==> src/rtl/overlay_pkg.sv <==
// Shared types and defaults for the overlay coordinate path.
package overlay_pkg;

  localparam int DEF_H_ACT    = 640;
  localparam int DEF_V_ACT    = 480;
  localparam int DEF_BOX_HALF = 10;

  typedef logic [9:0] coord_x_t;
  typedef logic [8:0] coord_y_t;

  typedef enum logic [1:0] {IDLE, HELD, COMMIT} ovl_state_t;

  typedef enum logic {SRC_HOST = 1'b0, SRC_TRK = 1'b1} src_t;

  typedef struct packed {
    coord_x_t x;
    coord_y_t y;
    src_t     src;
  } pend_t;

  // Unsigned saturating clamp; callers zero-extend so nothing wraps.
  function automatic logic [10:0] clampU(input logic [10:0] v,
                                         input logic [10:0] lo,
                                         input logic [10:0] hi);
    if (v < lo) return lo;
    if (v > hi) return hi;
    return v;
  endfunction

endpackage

==> src/rtl/overlay_frame_sync.sv <==
// Combinational end-of-active-frame strobe from the raster counters.
module overlay_frame_sync
  import overlay_pkg::*;
#(
  parameter int H_ACT = DEF_H_ACT,
  parameter int V_ACT = DEF_V_ACT
) (
  input  logic [10:0] iX_Cont,
  input  logic [10:0] iY_Cont,
  input  logic        iDVAL,
  output logic        fe
);

  assign fe = iDVAL && (iX_Cont == 11'(H_ACT - 1)) && (iY_Cont == 11'(V_ACT - 1));

endmodule

==> src/rtl/overlay_coord_ctrl.sv <==
// Two-requester overlay target arbiter: clamps, holds, and commits coordinates
// only at frame end so the marker never tears; stale targets time out.
module overlay_coord_ctrl
  import overlay_pkg::*;
#(
  parameter int H_ACT          = DEF_H_ACT,
  parameter int V_ACT          = DEF_V_ACT,
  parameter int BOX_HALF       = DEF_BOX_HALF,
  parameter int TIMEOUT_FRAMES = 30
) (
  input  logic           iCLK,
  input  logic           iRST,
  input  logic [10:0]    iX_Cont,
  input  logic [10:0]    iY_Cont,
  input  logic           iDVAL,
  input  logic           iReq0_valid,
  input  coord_x_t       iReq0_x,
  input  coord_y_t       iReq0_y,
  output logic           oReq0_ready,
  input  logic           iReq1_valid,
  input  coord_x_t       iReq1_x,
  input  coord_y_t       iReq1_y,
  output logic           oReq1_ready,
  output coord_x_t       driven_coordinates_x,
  output coord_y_t       driven_coordinates_y,
  output logic           oOverlay_en,
  output logic           oCommit,
  output logic           oSrc
);

  localparam logic [10:0] XLO = 11'(BOX_HALF);
  localparam logic [10:0] XHI = 11'(H_ACT - 1 - BOX_HALF);
  localparam logic [10:0] YLO = 11'(BOX_HALF);
  localparam logic [10:0] YHI = 11'(V_ACT - 1 - BOX_HALF);
  localparam int          TW  = (TIMEOUT_FRAMES > 0) ? $clog2(TIMEOUT_FRAMES + 1) : 1;
  localparam logic [TW-1:0] TO_MAX = TW'(TIMEOUT_FRAMES);

  logic          fe;
  ovl_state_t    state, stateNext;
  pend_t         pend, incoming, commitData;
  logic          rdy, acc0, acc1, anyAcc, hostPending, commitNow, toFire;
  coord_x_t      selX;
  coord_y_t      selY;
  logic [TW-1:0] toCnt, toCntNext;

  overlay_frame_sync #(.H_ACT(H_ACT), .V_ACT(V_ACT)) uFrameSync (
    .iX_Cont (iX_Cont),
    .iY_Cont (iY_Cont),
    .iDVAL   (iDVAL),
    .fe      (fe)
  );

  // rdy is registered from the next state, so it is low in reset and in COMMIT.
  assign hostPending = (state == HELD) && (pend.src == SRC_HOST);
  assign oReq0_ready = rdy;
  assign oReq1_ready = rdy && !iReq0_valid && !hostPending;

  always_ff @(posedge iCLK or negedge iRST) begin
    if (!iRST) state <= IDLE;
    else       state <= stateNext;
  end

  always_comb begin
    stateNext = state;
    case (state)
      IDLE:    if (anyAcc) stateNext = fe ? COMMIT : HELD;
      HELD:    if (fe)     stateNext = COMMIT;
      COMMIT:  stateNext = IDLE;
      default: stateNext = IDLE;
    endcase
  end

  always_comb begin
    acc0   = iReq0_valid && rdy;
    acc1   = iReq1_valid && oReq1_ready;
    anyAcc = acc0 || acc1;

    selX = acc0 ? iReq0_x : iReq1_x;
    selY = acc0 ? iReq0_y : iReq1_y;
    incoming.x   = coord_x_t'(clampU({1'b0, selX}, XLO, XHI));
    incoming.y   = coord_y_t'(clampU({2'b00, selY}, YLO, YHI));
    incoming.src = acc0 ? SRC_HOST : SRC_TRK;

    // An accept landing on the FE cycle is the newest value and wins.
    commitNow  = fe && ((state == HELD) || (state == IDLE && anyAcc));
    commitData = anyAcc ? incoming : pend;

    toCntNext = toCnt;
    if (commitNow)                toCntNext = '0;
    else if (fe && toCnt != TO_MAX) toCntNext = toCnt + 1'b1;
    toFire = (TIMEOUT_FRAMES != 0) && fe && !commitNow && (toCntNext == TO_MAX);
  end

  always_ff @(posedge iCLK or negedge iRST) begin
    if (!iRST) begin
      rdy                  <= 1'b0;
      pend                 <= '0;
      toCnt                <= '0;
      driven_coordinates_x <= coord_x_t'(H_ACT / 2);
      driven_coordinates_y <= coord_y_t'(V_ACT / 2);
      oOverlay_en          <= 1'b0;
      oCommit              <= 1'b0;
      oSrc                 <= 1'b0;
    end else begin
      rdy     <= (stateNext != COMMIT);
      toCnt   <= toCntNext;
      oCommit <= commitNow;
      if (anyAcc) pend <= incoming;
      if (commitNow) begin
        driven_coordinates_x <= commitData.x;
        driven_coordinates_y <= commitData.y;
        oSrc                 <= commitData.src;
        oOverlay_en          <= 1'b1;
      end else if (toFire) begin
        oOverlay_en <= 1'b0;
      end
    end
  end

endmodule

==> config.mk <==
export PLATFORM = sky130hd
export DESIGN_NAME = overlay_coord_ctrl
export DESIGN_NICKNAME = d
export VERILOG_FILES = /design/src/rtl/overlay_pkg.sv /design/src/rtl/overlay_frame_sync.sv /design/src/rtl/overlay_coord_ctrl.sv
export SDC_FILE = /design/constraint.sdc
export NUM_CORES = 1
export LEC_CHECK = 0
export ABC_CLOCK_PERIOD_IN_PS = 2200
export BUFFER_PORTS_ARGS = -buffer_cell sky130_fd_sc_hd__buf_2
export CORE_ASPECT_RATIO = 0.8
export CORE_MARGIN = 8
export CORE_UTILIZATION = 40
export CTS_BUF_LIST = sky130_fd_sc_hd__clkbuf_4 sky130_fd_sc_hd__clkbuf_8
export DETAILED_ROUTE_END_ITERATION = 8
export GPL_TIMING_DRIVEN = 0
export PLACE_DENSITY = 0.63
export SLEW_MARGIN = 20
export SYNTH_ARGS = -nofsm -noshare
export SYNTH_HDL_FRONTEND = slang
export SYNTH_HIERARCHICAL = 1
export SYNTH_SLANG_ARGS = --single-unit
export TNS_END_PERCENT = 20
==> constraint.sdc <==
create_clock -name iCLK -period 2.2 [get_ports iCLK]
set_input_delay 0.22 -clock iCLK [delete_from_list [all_inputs] [get_ports iCLK]]
set_output_delay 0.22 -clock iCLK [all_outputs]
set_load 0.05 [all_outputs]
==> key figures, run 1 <==
Logic synthesis
  • Seq/Total Area, Yosys: 47.79%
  • Count leader, synth: nand2_1
  • Cell taking the most area after synthesis: dfrtp_1
  • Syn Nets: 350
  • Share of Yosys cell area claimed by the top area cell type: 41.81%
  • Yosys cell types: 42
  • Top cells by count, synth: nand2_1, dfrtp_1, nor2_1
  • Syn_area_per_cell: 9.307 µm²
  • Yosys warns: 6
  • Async set-or-reset flop fraction in the synthesized netlist: 100.0%
  • Post-Syn Area: 0.002634 mm²
  • Mapped Cells: 283
  • Top_reg_cell synth: dfrtp_1
  • Top cells by area, synth: dfrtp_1, nand2_1, dfstp_2
  • #FFs+latches synth: 50
  • Post-synth EDFFs: 0

Clock tree
  • Htree depth: 2
  • Max Buffers Root-to-Sink: 2
  • Worst skew pair latency: 0.30 ns
  • Clock slew at reported path FFs: 0.08 ns
  • CTS Buf Count: 5
  • CTS tree: done
  • Root buffer cell: clkbuf_8
  • Sink Count: 50

Worst setup path
  • Reg2reg setup slack: 0.17 ns
  • Reg2reg path depth: 7
  • Startpoint types: input pin
  • CP Launch Point: iY_Cont[9]
  • Slowest-stage cell, CP: or3_1
  • WP data arrival: 2.27 ns
  • WS Path Type: input pin to flip-flop
  • Setup crit end kind: flip-flop
  • Critical Path RT: 2.39 ns
  • Most frequent cell on the critical path: buf_2
  • Slowest stage delay, CP: 0.37 ns
  • CP Max Fanout: 10
  • Crit path capture: driven_coordinates_y[8]
  • Reg-to-Reg Start: oReq0_ready
  • Crit path cell chain: buf_2 > nand4b_1 > or3_1 > nor4_2 > clkbuf_2 > o211ai_4 > inv_2 > buf_2 > mux2_2
  • Capture point of the worst reg-to-reg path: oOverlay_en

Die
  • DIE AREA: 0.009453 mm²
  • Horiz. Die Dim: 106.7 µm
  • Core Rows: 26
  • Floorplan core area: 0.006376 mm²
  • Starting Density: 41.31%
  • Die Ht: 88.58 µm
  • I/O pins: 89

Pwr
  • Net Sw Frac: 25.89%
  • Seq pwr share: 53.9%
  • Pint: 1348 µW
  • Power share of the combinational group: 15.3%
  • VDD IR max: 282.8 µV
  • Power Dens Cells: 546.5 mW/mm²
  • Sw power: 470.9 µW
  • P_leak: 0.001710 µW
  • Clock Power Share: 30.8%

Timing
  • Hold Violations, Final: 0
  • Tightest Pin Transition: 0.6341 ns
  • Unrepaired setup endpoints after global routing: false
  • Max Fclk: 0.4802 GHz
  • Slew Limit Headroom: 57.73%
  • Part of the cycle the worst path needs: 94.65%
  • Max Clock Skew: 0.008409 ns
  • Max Slew Vio Count: 0
  • Tmin final: 2.082 ns
  • Final setup viols: 0

GRT
  • Largest net degree at the start of global routing: 51
  • Initial antenna violation count: 0
  • First-pass GRT wire length: 12.40 mm
  • Total track usage: 16.43%
  • Vias in the first global route: 2500
  • GRT Residual Overflow: 0

Cells and area
  • Layout Utilization: 52.20%
  • # fillers: 636
  • Fin nets: 447
  • Synth-to-Final Area Change: 26.37%
  • Share of layout cells above drive strength 1: 35.70%
  • N_diodes: 0
  • Cell Count, Final, Fillers Out: 465

Status
  • Status: completed

Detailed routing
  • Final ANT Viol Nets: 0
  • DRC Markers: 0
  • Vias after detailed routing: 2483
  • Vias/cell: 5.340
  • Initial DRC count: 163
  • Routed WL per cell: 16.60 µm
  • DRT Wirelength: 7.720 mm
  • Drt pass-1 iters: 4

Placed design
  • RD Place Congestion: 0.8750
  • Port buffer count: 88
  • Post-DP HPWL: 6.032 mm
  • Placed insts: 455

Min path
  • Hold crit path type: input pin to flip-flop

Job
  • Max_cap viols: 0
-- per-stage QoR --
stage	total power [µW]	cell area (µm²)	TNS (ns)	hold slack [ns]	setup WS [ns]
after floorplan	1136	2639	-0.02698	-0.07559	-0.02698
after global placement	1264	3184	-10.19	0.4499	-0.4783
after detailed placement	1270	3184	-10.82	0.4535	-0.4980
after CTS	1835	3294	0	0.1694	0.05158
after global routing	1913	3328	0	0.2317	0.0009848
final	1819	3328	0	0.2171	0.1177
-- worst max-delay path, delay by kind of cell --
kind	cells	cell delay, ns
AO/OA/AOI/OAI	1	0.18
buffers and inverters	4	0.75
multiplexers	1	0.37
AND/OR/NAND/NOR	3	0.74
-- layer usage --
layer | vias to the layer above | routed length (µm) | track usage [%]
met5 | - | 0 | 0
met4 | 0 | 52 | 3.949
met3 | 5 | 494 | 3.712
met2 | 62 | 3649 | 26.70
met1 | 1189 | 3523 | 21.70
li1 | 1227 | - | -
-- sequential cells by signal, summed over array words and instances, names as in the netlist --
name and flops:
pend 20, driven_coordinates_x 10, driven_coordinates_y 9, toCnt 5, state 2, oCommit 1
oOverlay_en 1, oReq0_ready 1, oSrc 1
-- power by group through the flow --
stage / combinational [µW] / clock (µW) / sequential, µW
finish: 279 / 559 / 980
global placement: 269 / 0 / 995
CTS: 274 / 581 / 980
floorplan: 144 / 0 / 992
detailed placement: 272 / 0 / 998
global route: 315 / 613 / 985
-- cells in the final DEF (no fill, tap or decap), types with 8 or more instances in the layout --
cell,count
a21oi_1,18
a22o_1,10
a31oi_1,8
buf_2,96
dfrtp_1,44
mux2_2,9
nand2_1,50
nand3_1,16
nor2_1,26
o21ai_0,10
-- kinds of logic (layout without fill, tap and decap cells) --
kind of cell	count (synthesis)	after routing	synth area share [%]
simple gates	119	119	20.95
buf+inv	21	119	3.563
flops	50	50	47.79
mux	17	17	7.078
compound gates	72	72	19.00
xor+xnor	2	2	0.6652
fa+ha+maj	2	2	0.9500
-- worst min-delay path by stage --
stage	start	end	slack [ns]	cells after the start
finish	iReq1_valid	pend[0]	0.22	2
global route	iReq1_valid	pend[0]	0.23	2
CTS	iRST	driven_coordinates_x[0]	0.17	1
detailed placement	driven_coordinates_y[7]	driven_coordinates_y[7]	0.45	2
global placement	driven_coordinates_y[7]	driven_coordinates_y[7]	0.45	2
floorplan	iRST	driven_coordinates_x[0]	-0.08	0
-- final cells by class --
| cell class | count | area [µm²] | share of cell area [%] |
|---|---|---|---|
| flip-flops and latches | 50 | 1259 | 37.82 |
| repair buffers | 90 | 460.4 | 13.83 |
| clock inverters | 1 | 5.005 | 0.1504 |
| inverters | 7 | 26.28 | 0.7895 |
| well taps | 84 | 105.1 | 3.158 |
| plain buffers | 14 | 70.07 | 2.105 |
| clock buffers | 7 | 90.09 | 2.707 |
| multi-input cells | 212 | 1313 | 39.44 |
-- what timing repair did --
| action | in CTS | in global routing |
|---|---|---|
| endpoints found under the setup margin | 21 | 7 |
| hold endpoints to repair | 0 | 21 |
| setup buffers | 0 | 1 |
| resized for setup | 3 | 5 |
| hold buffers | 0 | 1 |
(Power assumes the default switching activity.)
==> inputs of run 2 (changes only) <==
--- a/config.mk
+++ b/config.mk
@@ -13,10 +13,9 @@
 export CTS_BUF_LIST = sky130_fd_sc_hd__clkbuf_4 sky130_fd_sc_hd__clkbuf_8
 export DETAILED_ROUTE_END_ITERATION = 8
 export GPL_TIMING_DRIVEN = 0
-export PLACE_DENSITY = 0.63
+export PLACE_DENSITY = 0.62
 export SLEW_MARGIN = 20
 export SYNTH_ARGS = -nofsm -noshare
 export SYNTH_HDL_FRONTEND = slang
-export SYNTH_HIERARCHICAL = 1
 export SYNTH_SLANG_ARGS = --single-unit
 export TNS_END_PERCENT = 20
==> constraint.sdc (replaced) <==
create_clock -name iCLK -period 2.2 [get_ports iCLK]
set_input_delay 0.22 -clock iCLK [delete_from_list [all_inputs] [get_ports iCLK]]
set_output_delay 0.22 -clock iCLK [all_outputs]
set_load 0.1 [all_outputs]
==> key figures, run 2 <==
Clock tree
  • Sink Count: 50
  • CTS tree: done
  • Max Buffers Root-to-Sink: 2
  • CTS Buf Count: 5
  • Worst skew pair latency: 0.30 ns
  • Root buffer cell: clkbuf_8
  • Htree depth: 2
  • Clock slew at reported path FFs: 0.09 ns

Timing
  • Post-route setup slack: 0.09577 ns
  • Max Slew Vio Count: 0
  • Final setup viols: 0
  • Tightest Pin Transition: 0.6190 ns
  • Unrepaired setup endpoints after global routing: false
  • Slew Limit Headroom: 58.73%
  • Max Fclk: 0.4752 GHz
  • Hold Violations, Final: 0
  • Tmin final: 2.104 ns
  • Max Clock Skew: 0.008200 ns
  • Part of the cycle the worst path needs: 95.65%
  • Setup TNS: 0 ns

GRT
  • Vias in the first global route: 2318
  • Initial antenna violation count: 0
  • Largest net degree at the start of global routing: 27
  • First-pass GRT wire length: 11.63 mm
  • Total track usage: 14.67%
  • GRT Residual Overflow: 0

Detailed routing
  • Vias after detailed routing: 2248
  • Vias/cell: 5.240
  • Final ANT Viol Nets: 0
  • DRT Wirelength: 7.082 mm
  • DRC Markers: 0
  • Routed WL per cell: 16.51 µm
  • Drt pass-1 iters: 4
  • Initial DRC count: 115

Cells and area
  • Fin nets: 408
  • N_diodes: 0
  • Synth-to-Final Area Change: 26.78%
  • Layout Utilization: 51.37%
  • Largest register FFs: 20
  • Commonest non-fill, non-tap cells in the layout: buf_2, dfrtp_1, nand2_1
  • Most common cell after layout, fill and taps aside: buf_2
  • Multi-input gate area: 0.001395 mm²
  • # fillers: 639
  • Cell Count, Final, Fillers Out: 429
  • Most flops, register: pend
  • Share of layout cells above drive strength 1: 46.20%
  • Regs by FF count: pend x20, driven_coordinates_x x10, driven_coordinates_y x9
  • Sequential Area: 0.001262 mm²

Min path
  • Worst Hold Launch: iReq1_valid
  • Hold crit path type: input pin to flip-flop
  • Hold-critical path depth: 2
  • Hold EP: pend[0]

Worst setup path
  • Slowest-stage cell, CP: nor4_1
  • Startpoint types: flip-flop
  • Reg-to-Reg Start: oReq0_ready
  • Capture point of the worst reg-to-reg path: driven_coordinates_x[2]
  • Setup crit end kind: flip-flop
  • WP data arrival: 2.30 ns
  • Reg2reg path depth: 6
  • Reg2reg setup slack: 0.1 ns
  • Slowest stage delay, CP: 0.49 ns
  • CP Max Fanout: 10
  • WS Path Type: flip-flop to flip-flop
  • Critical Path RT: 2.40 ns
  • Crit path cell chain: buf_4 > a211oi_2 > a211oi_4 > nor4_1 > o31ai_2 > mux2_2

Logic synthesis
  • Count leader, synth: dfrtp_1
  • Yosys warns: 0
  • Post-synth EDFFs: 0
  • Post-Syn Area: 0.002738 mm²
  • Share of Yosys cell area claimed by the top area cell type: 40.22%
  • Top_reg_cell synth: dfrtp_1
  • Syn Nets: 311
  • #FFs+latches synth: 50
  • Seq/Total Area, Yosys: 45.98%
  • Top cells by area, synth: dfrtp_1, mux2_2, dfstp_2
  • Async set-or-reset flop fraction in the synthesized netlist: 100.0%
  • Top cells by count, synth: dfrtp_1, nand2_1, mux2_2
  • Cell taking the most area after synthesis: dfrtp_1
  • Mapped Cells: 244
  • Yosys cell types: 58
  • Syn_area_per_cell: 11.22 µm²

Die
  • Starting Density: 40.52%
  • Floorplan core area: 0.006756 mm²
  • I/O pins: 89
  • Core Rows: 27
  • Die Ht: 90.00 µm
  • DIE AREA: 0.009764 mm²
  • Horiz. Die Dim: 108.5 µm

Placed design
  • Port buffer count: 88
  • RD Place Congestion: 0.8797
  • Placed insts: 420
  • Pre-CTS setup slack: 0.08333 ns
  • Post-DP HPWL: 5.649 mm

Pwr
  • VDD IR max: 225.2 µV
  • P_leak: 0.001665 µW
  • Power Dens Cells: 598.3 mW/mm²

Status
  • Status: completed

Job
  • Max_cap viols: 0
-- run 2: final cells by class --
cell class / count / area share [%]
Buffer: 11 / 2.235
Clock buffer: 5 / 1.983
Clock inverter: 3 / 1.983
Inverter: 5 / 0.5407
Multi-Input combinational cell: 178 / 40.19
Sequential cell: 50 / 36.37
Tap cell: 87 / 3.136
Timing Repair Buffer: 90 / 13.55
-- run 2: worst max-delay path by stage --
stage,cells after the start,slack [ns],startpoint,endpoint
2_1_floorplan,4,0.04,oReq0_ready,oSrc
3_3_place_gp,6,0.10,oReq0_ready,driven_coordinates_x[2]
3_5_place_dp,7,0.08,oReq0_ready,driven_coordinates_y[8]
4_1_cts,7,0.07,oReq0_ready,driven_coordinates_y[8]
5_1_grt,6,0.01,oReq0_ready,driven_coordinates_x[2]
6_report,6,0.1,oReq0_ready,driven_coordinates_x[2]
-- run 2: cell families after synthesis --
family | after synthesis | share of synthesized area [%]
adders and majority gates | 2 | 0.9139
xor gates and xnor gates | 2 | 0.6400
buffers and inverters | 16 | 3.519
and+or+nand+nor | 78 | 15.36
muxes | 36 | 15.08
AOI/OAI and AO/OA | 60 | 18.51
DFF | 50 | 45.98
-- run 2: power by group --
| group | internal, µW | switching, µW |
|---|---|---|
| Clock | 456 | 315 |
| Combinational | 140 | 173 |
| Sequential | 976 | 15.7 |
-- run 2: what timing repair did --
action | CTS | global route
resized for setup | 0 | 1
hold endpoints to repair | 22 | 0
setup endpoints to repair | 0 | 5
setup buffers | 0 | 0
hold buffers | 1 | 0
-- run 2: worst max-delay path, delay by kind of cell (launching register included) --
| family | cells | cell delay, ns |
|---|---|---|
| multiplexers | 1 | 0.27 |
| flip-flops | 1 | 0.48 |
| AND/OR/NAND/NOR | 1 | 0.49 |
| AO/OA/AOI/OAI | 3 | 0.57 |
| buffers and inverters | 1 | 0.18 |
-- run 2: per-layer routing --
| metal | GRT usage [%] | routed length, µm |
|---|---|---|
| met1 | 20.83 | 3337 |
| met2 | 20.76 | 2973 |
| met3 | 4.565 | 688 |
| met4 | 4.096 | 82 |
| met5 | 0 | 0 |
-- run 2: per-stage QoR --
stage	cell area [µm²]	hold WS (ns)	power, µW
final	3471	0.2227	2077
after global routing	3471	0.2296	2165
after global placement	3302	0.4525	1310
after detailed placement	3322	0.2712	1321
after floorplan	2753	-0.07559	1181
after CTS	3470	0.2191	2101
==> inputs of run 3 (changes only) <==
--- a/config.mk
+++ b/config.mk
@@ -5,7 +5,7 @@
 export SDC_FILE = /design/constraint.sdc
 export NUM_CORES = 1
 export LEC_CHECK = 0
-export ABC_CLOCK_PERIOD_IN_PS = 2200
+export ABC_CLOCK_PERIOD_IN_PS = 2600
 export BUFFER_PORTS_ARGS = -buffer_cell sky130_fd_sc_hd__buf_2
 export CORE_ASPECT_RATIO = 0.8
 export CORE_MARGIN = 8
==> constraint.sdc (replaced) <==
create_clock -name iCLK -period 2.6 [get_ports iCLK]
set_input_delay 0.26 -clock iCLK [delete_from_list [all_inputs] [get_ports iCLK]]
set_output_delay 0.26 -clock iCLK [all_outputs]
set_load 0.1 [all_outputs]
==> key figures, run 3 (synthesis results as in run 2) <==
Placed design
  • Post-DP HPWL: 5.757 mm
  • Port buffer count: 88
  • RD Place Congestion: 0.9064

Cells and area
  • Fin nets: 408
  • # fillers: 659
  • Sequential Area: 0.001259 mm²
  • N_diodes: 0
  • Regs by FF count: pend x20, driven_coordinates_x x10, driven_coordinates_y x9
  • Most flops, register: pend
  • Largest register FFs: 20
  • Share of layout cells above drive strength 1: 45.61%
  • Synth-to-Final Area Change: 24.86%
  • Commonest non-fill, non-tap cells in the layout: buf_2, dfrtp_1, nand2_1
  • Multi-input gate area: 0.001394 mm²
  • Most common cell after layout, fill and taps aside: buf_2

Detailed routing
  • Routed WL per cell: 16.83 µm
  • Drt pass-1 iters: 4
  • Vias/cell: 5.347
  • DRC Markers: 0
  • Final ANT Viol Nets: 0
  • DRT Wirelength: 7.218 mm
  • Vias after detailed routing: 2294
  • Initial DRC count: 114

Clock tree
  • Post-CTS sizing: 0
  • Root buffer cell: clkbuf_8
  • Number of hold buffers added after CTS: 1
  • Clock slew at reported path FFs: 0.09 ns
  • Worst skew pair latency: 0.31 ns
  • Sink Count: 50
  • Htree depth: 2
  • CTS Buf Count: 5
  • CTS tree: done
  • Max Buffers Root-to-Sink: 2
  • Setup Buffers After CTS: 0

Pwr
  • P_leak: 0.001640 µW
  • Final Total Pwr: 1562 µW
  • VDD IR max: 222.4 µV
  • Power Dens Cells: 457.0 mW/mm²

Die
  • Floorplan core area: 0.006756 mm²
  • Horiz. Die Dim: 108.5 µm
  • Die Ht: 90.00 µm
  • DIE AREA: 0.009764 mm²
  • Starting Density: 40.52%
  • I/O pins: 89
  • Core Rows: 27

Worst setup path
  • WS Path Type: flip-flop to flip-flop
  • CP Launch Point: oReq0_ready
  • Slowest-stage cell, CP: dfrtp_1
  • WP data arrival: 2.26 ns
  • Reg-to-Reg Start: oReq0_ready
  • CP Max Fanout: 10
  • Slowest stage delay, CP: 0.37 ns
  • Setup crit end kind: flip-flop
  • Startpoint types: flip-flop
  • Reg2reg path depth: 7
  • Most frequent cell on the critical path: buf_4
  • Crit path cell chain: buf_4 > o21a_1 > o21ba_2 > nand3_2 > inv_2 > buf_4 > mux2_2
  • Critical Path RT: 2.80 ns

Timing
  • Setup TNS: 0 ns
  • Max Clock Skew: 0.01097 ns
  • Tmin final: 2.063 ns
  • Final setup viols: 0
  • Slew Limit Headroom: 60.41%
  • Max Slew Vio Count: 0
  • Worst hold slack: 0.2477 ns
  • Max Fclk: 0.4848 GHz
  • Hold Violations, Final: 0
  • Tightest Pin Transition: 0.5939 ns
  • Part of the cycle the worst path needs: 79.33%
  • Unrepaired setup endpoints after global routing: false

Status
  • Status: completed

GRT
  • Initial antenna violation count: 0
  • Largest net degree at the start of global routing: 27
  • Total track usage: 15.22%
  • GRT Residual Overflow: 0
  • First-pass GRT wire length: 12.05 mm
  • Vias in the first global route: 2302

Min path
  • Hold crit path type: input pin to flip-flop
  • Hold-critical path depth: 2
  • Worst Hold Launch: iReq1_valid

Job
  • Max_cap viols: 0
[run 3: worst paths after layout]
check / slack, ns / endpoint
max: 0.54 / driven_coordinates_y[8]
min: 0.25 / pend[0]
max reg2reg: 0.54 / driven_coordinates_y[8]
min reg2reg: 0.47 / pend[18]
max in group asynchronous: 1.50 / driven_coordinates_y[7]
min in group asynchronous: 0.48 / driven_coordinates_x[0]
[run 3: area by class of cell]
class | count | area share [%]
multi-input cells | 178 | 40.78
flip-flops and latches | 50 | 36.82
repair buffers | 90 | 13.76
well taps | 87 | 3.184
plain buffers | 11 | 2.269
clock buffers | 5 | 2.013
clock inverters | 3 | 0.6223
inverters | 5 | 0.5490
[run 3: layer usage]
| layer | GRT usage (%) | routed length [µm] | part of all wire (%) |
|---|---|---|---|
| met2 | 20.61 | 2965 | 41 |
| met3 | 4.636 | 602 | 8.3 |
| met5 | 0 | 0 | 0 |
| met4 | 4.437 | 85 | 1.2 |
| met1 | 22.41 | 3566 | 49 |
[run 3: per-stage QoR]
step                util (%)  std cells  worst slack [ns]  area (µm²)
floorplan                  -        244           0.05343        2749
global placement       48.81        419            0.5367        3298
detailed placement     49.11        420            0.4955        3318
CTS                    50.59        429            0.4948        3418
global route           50.59        429            0.3807        3418
finish                 50.59        429            0.5373        3418
[run 3: power by group]
group / total (µW) / leakage (µW) / internal (µW) / switching (µW)
Combinational: 266 / 0.000974 / 119 / 148
Clock: 458 / 0.0000441 / 190 / 268
Sequential: 838 / 0.000622 / 826 / 12.0
Total: 1560 / 0.00164 / 1130 / 428
[run 3: critical path: cells and delay by family (launching register included)]
family | cells | cell delay, ns
DFF | 1 | 0.37
AOI/OAI and AO/OA | 2 | 0.44
muxes | 1 | 0.35
and+or+nand+nor | 1 | 0.20
buffers and inverters | 3 | 0.58
